[src/rtl/mem_access_ctrl.sv]
// Data-memory access controller for the MEM stage.
// It registers one load/store request, waits for the memory to answer or
// time out, and stalls the upstream pipeline for the whole access.
// It then releases the stall for one DONE cycle so the MEM instruction
// advances to WB exactly once.
module mem_access_ctrl #(
    parameter int TIMEOUT = 15
) (
    input  logic        clk,
    input  logic        reset,
    input  logic        MemReqM,
    input  logic        MemWriteM,
    input  logic [31:0] ALUResultM,
    input  logic [31:0] WriteDataM,
    output logic        dmem_req,
    output logic        dmem_we,
    output logic [31:0] dmem_addr,
    output logic [31:0] dmem_wdata,
    input  logic        dmem_ready,
    input  logic [31:0] dmem_rdata,
    output logic [31:0] ReadDataM,
    output logic        StallF,
    output logic        StallD,
    output logic        StallE,
    output logic        StallM,
    output logic        FlushW,
    output logic        busy,
    output logic        timeout_err
);

    localparam logic [1:0] IDLE = 2'd0;
    localparam logic [1:0] WAIT = 2'd1;
    localparam logic [1:0] DONE = 2'd2;

    // Last counter value before the access is abandoned (counter starts at 0).
    localparam logic [7:0] CNT_LAST = 8'(TIMEOUT - 1);

    logic [1:0] state;
    logic [7:0] wait_cnt;
    logic       stall;

    // Saturating wait-cycle counter increment.
    function automatic logic [7:0] sat_inc(input logic [7:0] c);
        return (c == 8'hFF) ? c : c + 8'd1;
    endfunction

    // Access FSM with the memory-side request registers and captured load data.
    always_ff @(posedge clk or negedge reset) begin
        if (!reset) begin
            state       <= IDLE;
            dmem_req    <= 1'b0;
            dmem_we     <= 1'b0;
            dmem_addr   <= 32'd0;
            dmem_wdata  <= 32'd0;
            ReadDataM   <= 32'd0;
            wait_cnt    <= 8'd0;
            timeout_err <= 1'b0;
        end else begin
            case (state)
                IDLE: begin
                    if (MemReqM) begin
                        state      <= WAIT;
                        dmem_req   <= 1'b1;
                        dmem_we    <= MemWriteM;
                        dmem_addr  <= ALUResultM;
                        dmem_wdata <= WriteDataM;
                        wait_cnt   <= 8'd0;
                    end
                end
                WAIT: begin
                    wait_cnt <= sat_inc(wait_cnt);
                    if (dmem_ready) begin
                        // Ready takes priority over a coincident timeout.
                        if (!dmem_we) begin
                            ReadDataM <= dmem_rdata;
                        end
                        dmem_req <= 1'b0;
                        state    <= DONE;
                    end else if (wait_cnt == CNT_LAST) begin
                        ReadDataM   <= 32'd0;
                        timeout_err <= 1'b1;
                        dmem_req    <= 1'b0;
                        state       <= DONE;
                    end
                end
                DONE: begin
                    state <= IDLE;
                end
                default: begin
                    state    <= IDLE;
                    dmem_req <= 1'b0;
                end
            endcase
        end
    end

    // Hold the pipeline while a request is being accepted or is outstanding;
    // the same condition bubbles WB so a held instruction is written only once.
    always_comb begin
        stall = ((state == IDLE) && MemReqM) || (state == WAIT);
    end

    assign StallF = stall;
    assign StallD = stall;
    assign StallE = stall;
    assign StallM = stall;
    assign FlushW = stall;
    assign busy   = (state != IDLE);

endmodule
[config.mk]
export PLATFORM = sky130hd
export DESIGN_NAME = mem_access_ctrl
export DESIGN_NICKNAME = d
export VERILOG_FILES = /design/src/rtl/mem_access_ctrl.sv
export SDC_FILE = /design/constraint.sdc
export NUM_CORES = 1
export LEC_CHECK = 0
export CAP_MARGIN = 40
export CORE_MARGIN = 1.5
export CORE_UTILIZATION = 41
export CTS_CLUSTER_DIAMETER = 80
export DETAILED_ROUTE_END_ITERATION = 10
export GPL_TIMING_DRIVEN = 0
export PLACE_DENSITY = 0.81
export SKIP_CTS_REPAIR_TIMING = 1
export SLEW_MARGIN = 30
export SYNTH_ARGS = -nofsm -noshare
export SYNTH_HDL_FRONTEND = slang
export SYNTH_SLANG_ARGS = --single-unit
[constraint.sdc]
create_clock -name clk -period 1.8 [get_ports clk]
set_input_delay 0.45 -clock clk [delete_from_list [all_inputs] [get_ports clk]]
set_output_delay 0.45 -clock clk [all_outputs]
set_load 0.03 [all_outputs]
### Word-level counts from Yosys, hierarchy flattened

Index checks and enable logic that the tools add are counted.

| cells by class | value |
|---|---|
| add/subtract/negate cells | 1 |
| equal/unequal tests | 8 |
| multiplexer cells | 14 |
| bitwise logic cells | 2 |
| reduce and logical (&&, ||, !) cells | 12 |

Operator list:

| cell | count |
|---|---|
| $mux 32 | 3 |
| $mux 8 | 2 |
| $pmux 8 s2 | 1 |
| $reduce_and 3->1 | 4 |
| $add 8x1->8 const B | 1 |
| $eq 8x4->1 const B | 1 |
| $eq 8x8->1 const B | 1 |
| $mux 2 | 3 |
| $ne 2x2->1 const B | 3 |
| $reduce_bool 2->1 | 3 |
| $pmux 2 s2 | 1 |
| $reduce_and 2->1 | 2 |
| $mux 1 | 3 |
| $ne 3x3->1 const B | 1 |
| $pmux 1 s3 | 1 |
| $eq 2x1->1 const B | 1 |
| $eq 2x2->1 const B | 1 |
| $logic_not 2->1 | 1 |
| $not 1->1 | 2 |
| $logic_and 1x1->1 | 1 |
| $logic_or 1x1->1 | 1 |

| storage, ports and cells | value |
|---|---|
| register bits | 109 |
| logic and storage cells | 45 |

### Longest topological paths before layout

| depth | value |
|---|---|
| depth in word-level cells | 4 |
| mapped depth | 7 |
| depth with buffers taken out | 6 |

### Worst setup path after synthesis

OpenSTA, ideal clock, no wires.

| timing | value |
|---|---|
| path type | register to register |
| from | reg state[0] |
| to | reg dmem_wdata[18] |
| setup time | 0.128 ns |
| arrival time | 1.509 ns |
| required time | 1.672 ns |
| path slack | 0.163 ns |
| stages on the path, launching flop included | 5 |
| path buffers | 1 |
| clock period less this slack | 1.637 ns |
| path through | dfrtp_1 > or2_2 > nor2_4 > buf_2 > mux2_1 |

| between the ends | value |
|---|---|
| cells in the longest elaborated chain, start to end | 2 |

Ends and longest elaborated chain:

| what | line | text |
|---|---|---|
| start: declaration | 38 | `logic [1:0] state;` |
| start signal: assignment | 50 | `state <= IDLE;` |
| start signal: assignment | 62 | `state <= WAIT;` |
| start signal: assignment | 78 | `state <= DONE;` |
| $logic_not 2->1 | 59 | `case (state)` |
| $reduce_and 2->1 (no source line) | - |  |
| end signal: assignment | 66 | `dmem_wdata <= WriteDataM;` |
| end: declaration | 18 | `output logic [31:0] dmem_wdata,` |

No other way between the ends.
A chain may end at the register's enable or synchronous reset.

### Worst setup path in the final report

| timing | value |
|---|---|
| from | reg state[0] |
| to | out StallM |

| between the ends | value |
|---|---|
| cells in the longest elaborated chain, start to end | 3 |

Ends and longest elaborated chain:

| what | line | text |
|---|---|---|
| $logic_not 2->1 | 100 | `stall = ((state == IDLE) && MemReqM) \|\| (state == WAIT);` |
| $logic_and 1x1->1 | 100 |  |
| $logic_or 1x1->1 * | 100 |  |
| end: declaration | 25 | `output logic StallM,` |

Every way passes the cells marked *; elsewhere a longest branch is shown, timed or not.

==> results.tsv <==
stage	metric	value	unit
power_and_ir_drop	sequentialPowerShare	35.1	%
clock_tree	path_clk_slew	0.11	ns
grt	grt_overflow	0	
power_and_ir_drop	p_leak	3.89	nW
synthesis	yosysSeqAreaShare	63.9	%
power_and_ir_drop	p_sw	0.00465	W
critical_path	reg2reg_slack	0.09	ns
routing	detail_route.wl_per_cell	16.7	um
power_and_ir_drop	pwr-share-clk	12.5	%
die	die_h	105	um
synthesis	syn_avg_cell_area	15.2	um2
grt	grt_pass1_vias	3326	
sta	finalHoldViolCount	4	
hold_path	worstHoldPathType	input port to asynchronous set/reset pin	
routing	vias	3188	
synthesis	synth_edf_count	0	
critical_path	cp_slowest_cell	dfrtp_2	
power_and_ir_drop	power.density	1630	nW/um2
final_layout	nFillCells	741	
clock_tree	htree_levels	3	
final_layout	final_cells	643	
final_layout	fin_util	68.5	%
final_layout	nets	605	
status	violations	hold timing	
critical_path	r2r-end	ReadDataM[5]	
sta	fin_worst_skew	0.0170	ns
critical_path	crit_type	flop to output pin	
clock_tree	clockRootBuffer	clkbuf_8	
critical_path	path_cells	o21ba_4 > buf_4 > buf_6	
placed_design	hpwl	7930	um
sta	finalCritPeriodShare	96.7	%
grt	grt_antenna_before_repair	0	
routing	ant_nets	0	
synthesis	syn_inst	281	
synthesis	yosysWarnings	0	
grt	grt_util_all_layers	19.2	%
sta	relSlewSlack	71.6	%
routing	initialDrtViolationCount	108	
critical_path	cpPeakStageDelay	0.45	ns
clock_tree	cts_sinks	109	
sta	fin_crit	1.74	ns
clock_tree	cts_buffers	9	
critical_path	reg2reg_from	wait_cnt[5]	
synthesis	async_flop_share	100	%
placed_design	gp_congestion	0.759	
sta	slew_violations	0	
power_and_ir_drop	swShare	40.6	%
sta	max_freq	574	MHz
synthesis	synth-main-ff-cell	dfrtp_1	
power_and_ir_drop	combPwrFrac	52.5	%
power_and_ir_drop	total_power	0.0114	W
critical_path	cp_max_fo	6	
critical_path	end_kind	output pin	
final_layout	layout_common_cells	dfrtp_1 (108), dlymetal6s2s_1 (100), clkdlybuf4s50_1 (98), mux2_2 (57), a22o_1 (30)	
critical_path	required	1.35	ns
synthesis	synth_area	4270	um2
die	start_util	41.7	%
status	outcome	complete, but fails checks	
clock_tree	clockBufferDepth	2	
die	die_x	105	um
critical_path	timing.reg2reg.worst_path_depth	5	
run	cap_violations	0	
placed_design	io_buffer_count	205	
final_layout	antenna_cells	0	
grt	grt_max_degree	65	
final_layout	final_common_cell	dfrtp_1	
die	ios	206	
routing	firstDrtPassIters	4	
placed_design	dpl.cell_count	623	
synthesis	ys_types	40	
power_and_ir_drop	internal_power	0.00679	W
final_layout	drive_gt1_share	22.9	%
synthesis	ys_seq_elements	109	
routing	drc	0	
critical_path	cp.arrival	1.29	ns
die	core	10200	um2
final_layout	area_delta_synth_final	64.1	%
routing	wirelength	10700	um
power_and_ir_drop	max-vdd-ir-drop	0.799	mV
sta	setup_viol	0	
grt	grt_pass1_wl	16700	um
sta	hold_ws	-0.00717	ns
die	dieArea	11000	um2
critical_path	critPathLaunchType	flop	
die	row_count	37	
clock_tree	clock_latency	0.36	ns
routing	via_per_inst	4.96	
clock_tree	cts_tree	yes	
synthesis	syn_nets	384	
sta	worstMarginPinSlew	0.426	ns
worst max-delay path, delay by kind of cell, from the launching register on:
family	cells	cell delay [ns]
flip-flops	1	0.45
AO/OA/AOI/OAI	1	0.22
buffers and inverters	2	0.26
power groups by stage:
stage | sequential [W] | combinational, W | clock (W)
2_1_floorplan | 0.00602 | 0.00144 | 0
3_3_place_gp | 0.00403 | 0.00604 | 0
3_5_place_dp | 0.00410 | 0.00613 | 0
4_1_cts | 0.00406 | 0.00617 | 0.00149
5_1_grt | 0.00416 | 0.00629 | 0.00156
6_report | 0.00402 | 0.00601 | 0.00143
stage by stage:
stage / setup WS [ns] / TNS, ns / cell area, um2
finish: 0.0588 / 0 / 7000
global route: -0.00628 / -0.00665 / 7000
CTS: -0.609 / -10.50 / 6710
detailed placement: -0.605 / -26.48 / 6520
global placement: -3.73 / -431.45 / 6490
floorplan: 0.163 / 0 / 4270
synth_stat cells, types with 3 or more instances:
cell	instances	share of area, %
a21oi_1	5	0.59
or3_1	3	0.44
nand3_1	3	0.35
buf_4	10	1.8
nand2_1	5	0.44
buf_6	6	1.6
inv_1	3	0.26
mux2_1	8	2.1
a22o_1	30	6.2
dfrtp_1	109	64
o21ai_0	7	0.82
mux2_2	57	15
state kept, by name (all words and copies together) (netlist names):
register / flops
state: 2
dmem_addr: 32
ReadDataM: 32
dmem_wdata: 32
timeout_err: 1
dmem_req: 1
dmem_we: 1
wait_cnt: 8
metal layers:
layer	global-route usage (%)	vias to the layer above	wire length, um
li1	-	1460	-
met1	23.2	1581	4350
met2	33.3	130	5460
met3	4.80	17	727
met4	6.36	0	198
met5	0	-	0
area by class of cell:
type	instances	area, um2	share of cell area, %
flip-flops and latches	109	2730	39.0
repair buffers	210	2360	33.7
multi-input cells	150	1390	19.8
well taps	136	170	2.43
plain buffers	19	156	2.23
clock buffers	11	151	2.16
clock inverters	5	41.3	0.589
inverters	3	11.3	0.161
worst max path at each step:
stage	startpoint	end	slack, ns
floorplan	state[0]	dmem_wdata[18]	0.16
global placement	reset	dmem_wdata[20]	-3.73
detailed placement	MemReqM	StallM	-0.60
CTS	state[1]	StallM	-0.61
global route	state[1]	StallE	-0.006
finish	state[0]	StallM	0.06
kinds of logic after synthesis:
kind of cell | after synthesis | share of synthesized area, %
buf+inv | 22 | 3.90
simple gates | 27 | 4.25
compound gates | 55 | 10.0
mux | 65 | 17.1
fa+ha+maj | 2 | 0.586
flops | 109 | 63.9
xor+xnor | 1 | 0.205
Power figures use the tool's default switching activity.
